File: src/rtl/vga_pkg.sv
// Shared VGA definitions.
//   rgb_t      : 12-bit {r,g,b} 4:4:4 colour word
//   timing_t   : one axis of a video mode (visible/front/sync/back)
//   mode sets  : 800x600@72, 640x480@60, 1024x768@60 (H and V groups)
//   whole_len(): total line/frame length from the four segment lengths
package vga_pkg;

    typedef struct packed {
        logic [3:0] r;
        logic [3:0] g;
        logic [3:0] b;
    } rgb_t;

    typedef struct packed {
        logic [15:0] visible;
        logic [15:0] front;
        logic [15:0] sync;
        logic [15:0] back;
    } timing_t;

    localparam timing_t M800X600_72_H  = '{visible: 16'd800,  front: 16'd56, sync: 16'd120, back: 16'd64};
    localparam timing_t M800X600_72_V  = '{visible: 16'd600,  front: 16'd37, sync: 16'd6,   back: 16'd23};
    localparam timing_t M640X480_60_H  = '{visible: 16'd640,  front: 16'd16, sync: 16'd96,  back: 16'd48};
    localparam timing_t M640X480_60_V  = '{visible: 16'd480,  front: 16'd10, sync: 16'd2,   back: 16'd33};
    localparam timing_t M1024X768_60_H = '{visible: 16'd1024, front: 16'd24, sync: 16'd136, back: 16'd160};
    localparam timing_t M1024X768_60_V = '{visible: 16'd768,  front: 16'd3,  sync: 16'd6,   back: 16'd29};

    function automatic int unsigned whole_len(input int unsigned visible,
                                              input int unsigned front,
                                              input int unsigned sync,
                                              input int unsigned back);
        return visible + front + sync + back;
    endfunction

endpackage

File: src/rtl/vga_delay_line.sv
// Fixed-depth register pipeline used to align raster control bits with
// the pixel data returned by the fetch source.
//   clk   : clock
//   rst_n : asynchronous active-low reset, clears every stage
//   din   : W-bit input word
//   dout  : din delayed by DEPTH cycles (combinational pass when DEPTH=0)
module vga_delay_line #(
    parameter int W     = 1,
    parameter int DEPTH = 1
) (
    input  logic         clk,
    input  logic         rst_n,
    input  logic [W-1:0] din,
    output logic [W-1:0] dout
);

    generate
        if (DEPTH == 0) begin : g_wire
            logic clk_rst_unused;
            assign clk_rst_unused = clk ^ rst_n;
            assign dout = din;
        end else begin : g_pipe
            logic [DEPTH-1:0][W-1:0] stg;

            always_ff @(posedge clk or negedge rst_n) begin
                if (!rst_n) begin
                    stg <= '0;
                end else begin
                    stg[0] <= din;
                    for (int i = 1; i < DEPTH; i++) stg[i] <= stg[i-1];
                end
            end

            assign dout = stg[DEPTH-1];
        end
    endgenerate

endmodule

File: src/rtl/vga_timing_gen.sv
// Parametrised VGA raster generator with a latency-compensated fetch port.
//   CLOCK, RESET_N     : pixel clock, asynchronous active-low reset
//   FETCH_EN/X/Y       : visible-pixel request, issued LEAD cycles before
//                        the returned PIXEL is expected
//   PIXEL              : {R,G,B} 4:4:4 returned LEAD cycles after FETCH_EN
//   VGA_R/G/B          : registered colour, forced to 0 while blanked
//   VGA_HS/VGA_VS      : registered sync at the configured polarity
//   FRAME_START        : pulse on the first visible pixel of a frame
//   LINE_START         : pulse on the first visible pixel of each line
// Line order from x=0 is back porch, visible, front porch, sync; the frame
// uses the same order from y=0.
module vga_timing_gen
    import vga_pkg::*;
#(
    parameter int unsigned H_VISIBLE = 800,
    parameter int unsigned H_FRONT   = 56,
    parameter int unsigned H_SYNC    = 120,
    parameter int unsigned H_BACK    = 64,
    parameter int unsigned V_VISIBLE = 600,
    parameter int unsigned V_FRONT   = 37,
    parameter int unsigned V_SYNC    = 6,
    parameter int unsigned V_BACK    = 23,
    parameter bit          HS_POL    = 1'b1,
    parameter bit          VS_POL    = 1'b1,
    parameter int          LEAD      = 2,
    parameter int          CW        = 11
) (
    input  logic          CLOCK,
    input  logic          RESET_N,
    output logic          FETCH_EN,
    output logic [CW-1:0] FETCH_X,
    output logic [CW-1:0] FETCH_Y,
    input  logic [11:0]   PIXEL,
    output logic [3:0]    VGA_R,
    output logic [3:0]    VGA_G,
    output logic [3:0]    VGA_B,
    output logic          VGA_HS,
    output logic          VGA_VS,
    output logic          FRAME_START,
    output logic          LINE_START
);

    localparam int unsigned H_WHOLE = whole_len(H_VISIBLE, H_FRONT, H_SYNC, H_BACK);
    localparam int unsigned V_WHOLE = whole_len(V_VISIBLE, V_FRONT, V_SYNC, V_BACK);

    localparam logic [CW-1:0] H_MAX     = CW'(H_WHOLE - 1);
    localparam logic [CW-1:0] V_MAX     = CW'(V_WHOLE - 1);
    localparam logic [CW-1:0] H_DE_LO   = CW'(H_BACK);
    localparam logic [CW-1:0] H_DE_HI   = CW'(H_BACK + H_VISIBLE);
    localparam logic [CW-1:0] V_DE_LO   = CW'(V_BACK);
    localparam logic [CW-1:0] V_DE_HI   = CW'(V_BACK + V_VISIBLE);
    localparam logic [CW-1:0] H_SYNC_LO = CW'(H_BACK + H_VISIBLE + H_FRONT);
    localparam logic [CW-1:0] V_SYNC_LO = CW'(V_BACK + V_VISIBLE + V_FRONT);

    // Raster counters
    logic [CW-1:0] x, y;
    logic          x_last, y_last;

    assign x_last = (x == H_MAX);
    assign y_last = (y == V_MAX);

    always_ff @(posedge CLOCK or negedge RESET_N) begin
        if (!RESET_N) begin
            x <= '0;
            y <= '0;
        end else begin
            x <= x_last ? '0 : x + 1'b1;
            if (x_last) y <= y_last ? '0 : y + 1'b1;
        end
    end

    // Stage F: decode the counters into fetch request and raw control bits
    logic h_de, v_de, de_c;
    logic hs_f, vs_f, frame_f, line_f;

    assign h_de = (x >= H_DE_LO) && (x < H_DE_HI);
    assign v_de = (y >= V_DE_LO) && (y < V_DE_HI);
    assign de_c = h_de && v_de;

    always_ff @(posedge CLOCK or negedge RESET_N) begin
        if (!RESET_N) begin
            FETCH_EN <= 1'b0;
            FETCH_X  <= '0;
            FETCH_Y  <= '0;
            hs_f     <= 1'b0;
            vs_f     <= 1'b0;
            frame_f  <= 1'b0;
            line_f   <= 1'b0;
        end else begin
            FETCH_EN <= de_c;
            FETCH_X  <= de_c ? x - H_DE_LO : '0;
            FETCH_Y  <= de_c ? y - V_DE_LO : '0;
            hs_f     <= (x >= H_SYNC_LO);
            vs_f     <= (y >= V_SYNC_LO);
            frame_f  <= (x == H_DE_LO) && (y == V_DE_LO);
            line_f   <= (x == H_DE_LO) && v_de;
        end
    end

    // Hold control bits back by LEAD cycles so they meet the returned PIXEL
    logic [4:0] ctl_f, ctl_d;
    logic       de_d, hs_d, vs_d, frame_d, line_d;

    assign ctl_f = {line_f, frame_f, vs_f, hs_f, FETCH_EN};

    vga_delay_line #(.W(5), .DEPTH(LEAD)) u_dly (
        .clk   (CLOCK),
        .rst_n (RESET_N),
        .din   (ctl_f),
        .dout  (ctl_d)
    );

    assign {line_d, frame_d, vs_d, hs_d, de_d} = ctl_d;

    // Output stage
    rgb_t pix;
    assign pix = PIXEL;

    always_ff @(posedge CLOCK or negedge RESET_N) begin
        if (!RESET_N) begin
            VGA_R       <= '0;
            VGA_G       <= '0;
            VGA_B       <= '0;
            VGA_HS      <= ~HS_POL;
            VGA_VS      <= ~VS_POL;
            FRAME_START <= 1'b0;
            LINE_START  <= 1'b0;
        end else begin
            VGA_R       <= de_d ? pix.r : 4'h0;
            VGA_G       <= de_d ? pix.g : 4'h0;
            VGA_B       <= de_d ? pix.b : 4'h0;
            VGA_HS      <= ~(hs_d ^ HS_POL);
            VGA_VS      <= ~(vs_d ^ VS_POL);
            FRAME_START <= frame_d;
            LINE_START  <= line_d;
        end
    end

endmodule
File: config.mk
export PLATFORM = sky130hd
export DESIGN_NAME = vga_timing_gen
export DESIGN_NICKNAME = d
export VERILOG_FILES = /design/src/rtl/vga_pkg.sv /design/src/rtl/vga_delay_line.sv /design/src/rtl/vga_timing_gen.sv
export SDC_FILE = /design/constraint.sdc
export NUM_CORES = 1
export LEC_CHECK = 0
export CAP_MARGIN = 20
export CORE_MARGIN = 2
export CORE_UTILIZATION = 38
export DETAILED_ROUTE_END_ITERATION = 10
export HOLD_SLACK_MARGIN = 0.02
export MAX_ROUTING_LAYER = met4
export SLEW_MARGIN = 20
export SYNTH_ARGS = -nofsm -noshare
export SYNTH_HDL_FRONTEND = slang
export SYNTH_SLANG_ARGS = --single-unit
File: constraint.sdc
create_clock -name CLOCK -period 3 [get_ports CLOCK]
set_clock_uncertainty 0.1 [all_clocks]
set_input_delay 0.45 -clock CLOCK [delete_from_list [all_inputs] [get_ports CLOCK]]
set_output_delay 0.45 -clock CLOCK [all_outputs]
set_load 0.005 [all_outputs]
# After elaboration in Yosys (flattened, before gate mapping)
# Cells that the tools add are included.
# W data, S select, Z words.
word_totals:
  register_bits: 75
  input_bits: 14
  output_inout_bits: 39
  word_cells: 44
op_classes:
  add_sub_neg: 4
  n_lt_le_gt_ge: 6
  n_eq_ne: 4
  n_mux: 7
  reduce_logical: 5
ops:
  columns: ["op", "n"]
  rows:
  - ["$mux W11", 4]
  - ["$add A11 B1 Y11 const B", 2]
  - ["$ge A11 B10 Y1 const B", 2]
  - ["$lt A11 B10 Y1 const B", 2]
  - ["$mux W4", 3]
  - ["$eq A11 B10 Y1 const B", 1]
  - ["$eq A11 B11 Y1 const B", 1]
  - ["$eq A11 B5 Y1 const B", 1]
  - ["$eq A11 B7 Y1 const B", 1]
  - ["$ge A11 B5 Y1 const B", 1]
  - ["$ge A11 B7 Y1 const B", 1]
  - ["$sub A11 B5 Y11 const B", 1]
  - ["$sub A11 B7 Y11 const B", 1]
  - ["$logic_and A1 B1 Y1", 5]

# Depth between registers and ports, before layout
depth:
  ltp_word: 4
  ltp_mapped: 8
  depth_no_buf: 6

# By module
# From an unflattened synthesis, not the netlist that was laid out.
unflattened:
  hier_cells: 280
  area_unflattened_um2: 3181.8
by_module_without_submodules:
  columns: ["mod", "instances", "cells_per_inst", "area_each_um2", "seq_area_each_um2"]
  rows:
  - ["vga_timing_gen", 1, 265, 2894.0, 1626.6]
  - ["vga_delay_line", 1, 15, 287.8, 250.2]

# Least setup slack after synthesis
# Ideal clock, no wire load.
synth_path:
  path_type: "flip-flop to flip-flop"
  from: "register y[6]"
  to: "register FETCH_Y[6]"
  setup_time_ns: 0.119
  arrival_time_ns: 1.568
  required_ns: 2.781
  setup_slack_ns: 1.213
  stages_incl_launch_ff: 7
  n_path_buf: 2
  period_less_slack_ns: 1.787
  cell_sequence: "dfrtp_1 -> buf_6 -> or4_4 -> a211oi_2 -> nand4b_2 -> buf_6 -> nor2_1"
synth_between:
  elab_chain_cells: 4
  elab_cells_between_ends: 6
  classes_between: "add/sub: 1; order compare: 2; mux: 1; reduce/logical: 2"
synth_lines:
  columns: ["item", "line", "text"]
  rows:
  - ["start: declaration", "vga_timing_gen.sv:56", "logic [CW-1:0] x, y;"]
  - ["start signal: assignment", "vga_timing_gen.sv:68", "if (x_last) y <= y_last ? '0 : y + 1'b1;"]
  - ["$ge A11 B5 Y1 or $lt A11 B10 Y1 (tied branches)", "vga_timing_gen.sv:77", "assign v_de = (y >= V_DE_LO) && (y < V_DE_HI);"]
  - ["$logic_and A1 B1 Y1", "vga_timing_gen.sv:77", null]
  - ["$logic_and A1 B1 Y1", "vga_timing_gen.sv:78", "assign de_c = h_de && v_de;"]
  - ["$mux W11 *", "vga_timing_gen.sv:92", "FETCH_Y <= de_c ? y - V_DE_LO : '0;"]
  - ["end signal: assignment", "vga_timing_gen.sv:92", null]
  - ["end: declaration", "vga_timing_gen.sv:32", "output logic [CW-1:0] FETCH_Y,"]
# Every way passes the cells marked *; elsewhere a longest branch is shown, timed or not.
# A chain may end at the register's enable or synchronous reset.

# Worst setup path after layout
layout_path:
  from: "register y[4]"
  to: "register FETCH_X[10]"
layout_between:
  elab_chain_cells: 4
  elab_cells_between_ends: 5
  classes_between: "order compare: 2; mux: 1; reduce/logical: 2"
layout_lines:
  columns: ["item", "line", "text"]
  rows:
  - ["$ge A11 B5 Y1 or $lt A11 B10 Y1 (tied branches)", "vga_timing_gen.sv:77", null]
  - ["$logic_and A1 B1 Y1 *", "vga_timing_gen.sv:77", null]
  - ["$logic_and A1 B1 Y1 *", "vga_timing_gen.sv:78", null]
  - ["$mux W11 *", "vga_timing_gen.sv:91", "FETCH_X <= de_c ? x - H_DE_LO : '0;"]
  - ["end signal: assignment", "vga_timing_gen.sv:91", null]
  - ["end: declaration", "vga_timing_gen.sv:31", "output logic [CW-1:0] FETCH_X,"]
# Marked as above.

==> metrics <==
post-layout util=48.0%; Core Region=0.00809 mm2; CP startpoint kind=register; die height=94.7 um; commonest non-fill, non-tap cell in the layout=dfrtp_1; Vias=2,079; gr usage total=14.8%; number of CTS-inserted buffers=9; Antenna Cells=0; first-pass GRT wire length=9860 um; TritonCTS clock tree=built; drt pass-1 iters=4; I/O Buffers=52; Crit Path Category=register to register; cell count after synthesis=271; hold crit path type=input pin to async pin; Slowest cell on crit path=dfrtp_1; Nets=339; RSZ-0062 raised after global routing=false; setup_tns=0 ns; vias per std cell=4.88; grt total ovfl=0; syn_nets=293; period utilization=between 70 and 80%; I/O Pins=53; worst vdd ir=~0.19 mV; final setup fails=0; number of distinct library cells after synthesis=43; H-Tree Level Count=3; synthesized flop and latch total=75; share of cells above drive strength 1=8.72%; die area=approximately 0.0090 mm2; CP cell instances=and3b_1, a41oi_2, nand4b_2, nor4b_1; Post-Syn Area=0.00312 mm2; wire per inst=14.1 um; Critical Path RT=between 3 and 4 ns; Max Cap Violations=0; Post-synth EDFFs=0; area grow syn2layout=24.3%; maximum clock path buffer count=2; final hold viol count=0; GPL Wtd Cong=0.874; clock period minus final worst setup slack=approximately 2.3 ns; Synth Flop Type=dfrtp_1; row cnt=33; CP arrival=2.46 ns; Final Max Tran Viols=0; Initial Util=38.6%; filler cell count=756; leakage power total=1.77 nW; initial DRC count=233; DRC Markers=0; TritonCTS Sinks=75; syn avg cell area=11.5 um2; worst skew pair latency=between 0.3 and 0.4 ns; drt total wl=~6000 um; element type at the critical path end=register; register area share after synthesis=60.1%; most frequent cells in the layout=dfrtp_1, clkdlybuf4s50_1, nor2_1; number of routed nets with antenna violations=0; total power=1.86 mW; CP max FO=23; Slew headroom=54.3%; clock root buffer=clkbuf_8; Finished Layout Cells=426; Synth async-reset ratio=100%; total power per unit cell area=479 mW/mm2; Worst-Margin Slew=0.685 ns; largest net degree at the start of global routing=31; vias in the first global route=1,988; HPWL after DPL=4030 um; hold buffers post-CTS=0; post-CTS setup buffer count=0; Synth warnings=0; fmax=430 MHz; Die W=94.7 um; reg2reg path depth=4; PostCTS Resize Cnt=0; outcome=completed; Post-Place Cells=411; CP max stage delay=0.65 ns; clk slew on worst S/H paths=0.08 ns; antenna violations before repair=0
==> worst max-delay path: cells and delay by family, from the launching register on <==
family,cells,cell delay [ns]
AOI/OAI and AO/OA,1,0.22
DFF,1,0.65
and+or+nand+nor,3,1.23
==> routing by layer <==
metal  routed length (um)  up-vias  track usage (%)
met5                    0        -                -
met4                  115        0             6.52
met3                  386        9             4.23
met2                 2650       72             21.3
met1                 2840      996             19.4
li1                     -     1002                -
==> logic make-up (layout without fill, tap and decap cells) <==
family	Yosys count	count (layout)	synth area share (%)
flip-flops	75	75	60.1
AND/OR/NAND/NOR	96	96	16.9
buffers and inverters	35	85	5.41
AO/OA/AOI/OAI	34	34	7.77
multiplexers	3	3	0.962
XOR/XNOR	20	20	5.61
adder cells (fa/ha/maj)	8	8	3.21
==> worst paths after layout <==
| kind | slack (ns) | to | startpoint |
|---|---|---|---|
| setup / recovery | 0.68 | FETCH_X[10]$_DFF_PN0_ | y[4]$_DFFE_PN0N_ |
| hold / removal | 0.05 | frame_f$_DFF_PN0_ | RESET_N |
| setup reg to reg | 0.68 | FETCH_X[10]$_DFF_PN0_ | y[4]$_DFFE_PN0N_ |
| hold reg to reg | 0.25 | VGA_VS$_DFF_PN0_ | u_dly.dout[2]$_DFF_PN0_ |
| max in group asynchronous | 1.96 | FETCH_X[4]$_DFF_PN0_ | RESET_N |
| min in group CLOCK | 0.25 | VGA_VS$_DFF_PN0_ | u_dly.dout[2]$_DFF_PN0_ |
==> where the power goes <==
| group | leakage (nW) | internal (mW) | total, mW | switching, mW |
|---|---|---|---|---|
| combinational | 0.634 | 0.0156 | 0.0370 | 0.0214 |
| clock | 0.106 | 0.462 | 0.813 | 0.350 |
| sequential | 1.03 | 1.01 | 1.01 | 0 |
| total | 1.77 | 1.49 | 1.86 | 0.371 |
==> Yosys cell counts, drive strengths merged, types with 2 or more instances <==
| library cell | instances | area [um2] |
|---|---|---|
| nor2 | 31 | 116 |
| and3 | 2 | 12.5 |
| ha | 8 | 100 |
| dfrtp | 75 | 1880 |
| inv | 16 | 60.1 |
| clkbuf | 4 | 15.0 |
| nand3 | 9 | 45.0 |
| buf | 15 | 93.8 |
| nor4 | 4 | 25.0 |
| nand4 | 7 | 43.8 |
| mux2i | 3 | 30.0 |
| xor2 | 2 | 17.5 |
| nor4b | 3 | 26.3 |
| a21o | 3 | 22.5 |
| nor3 | 2 | 15.0 |
| xnor2 | 18 | 158 |
| a31oi | 3 | 18.8 |
| and2 | 15 | 93.8 |
| and4 | 4 | 37.5 |
| nand2 | 11 | 41.3 |
| o21ai | 6 | 30.0 |
| or2 | 2 | 12.5 |
| a211oi | 4 | 35.0 |
| a21oi | 9 | 45.0 |
==> flip-flops by register name (all words and copies together), names as in the netlist, 4 cells and up <==
register / flops
VGA_B: 4
FETCH_Y: 11
u_dly.dout: 5
y: 11
FETCH_X: 11
x: 11
VGA_G: 4
VGA_R: 4
u_dly.g_pipe.stg: 5
==> stage by stage <==
step | area (um2) | worst slack [ns] | hold WS (ns)
after floorplan | 3120 | 1.21 | 0.0544
after global placement | 3680 | 0.745 | 0.231
after detailed placement | 3680 | 0.695 | 0.236
after CTS | 3880 | 0.662 | 0.0624
after global routing | 3880 | 0.440 | 0.0830
final | 3880 | 0.675 | 0.0452
==> final cells by class <==
class / count / area [um2] / area share, %
flip-flops and latches: 75 / 1880 / 48.3
repair buffers: 54 / 531 / 13.7
clock buffers: 10 / 128 / 3.29
multi-input cells: 161 / 1080 / 27.7
inverters: 16 / 60.1 / 1.55
well taps: 105 / 131 / 3.38
clock inverters: 5 / 78.8 / 2.03
(Power assumes the default switching activity.)
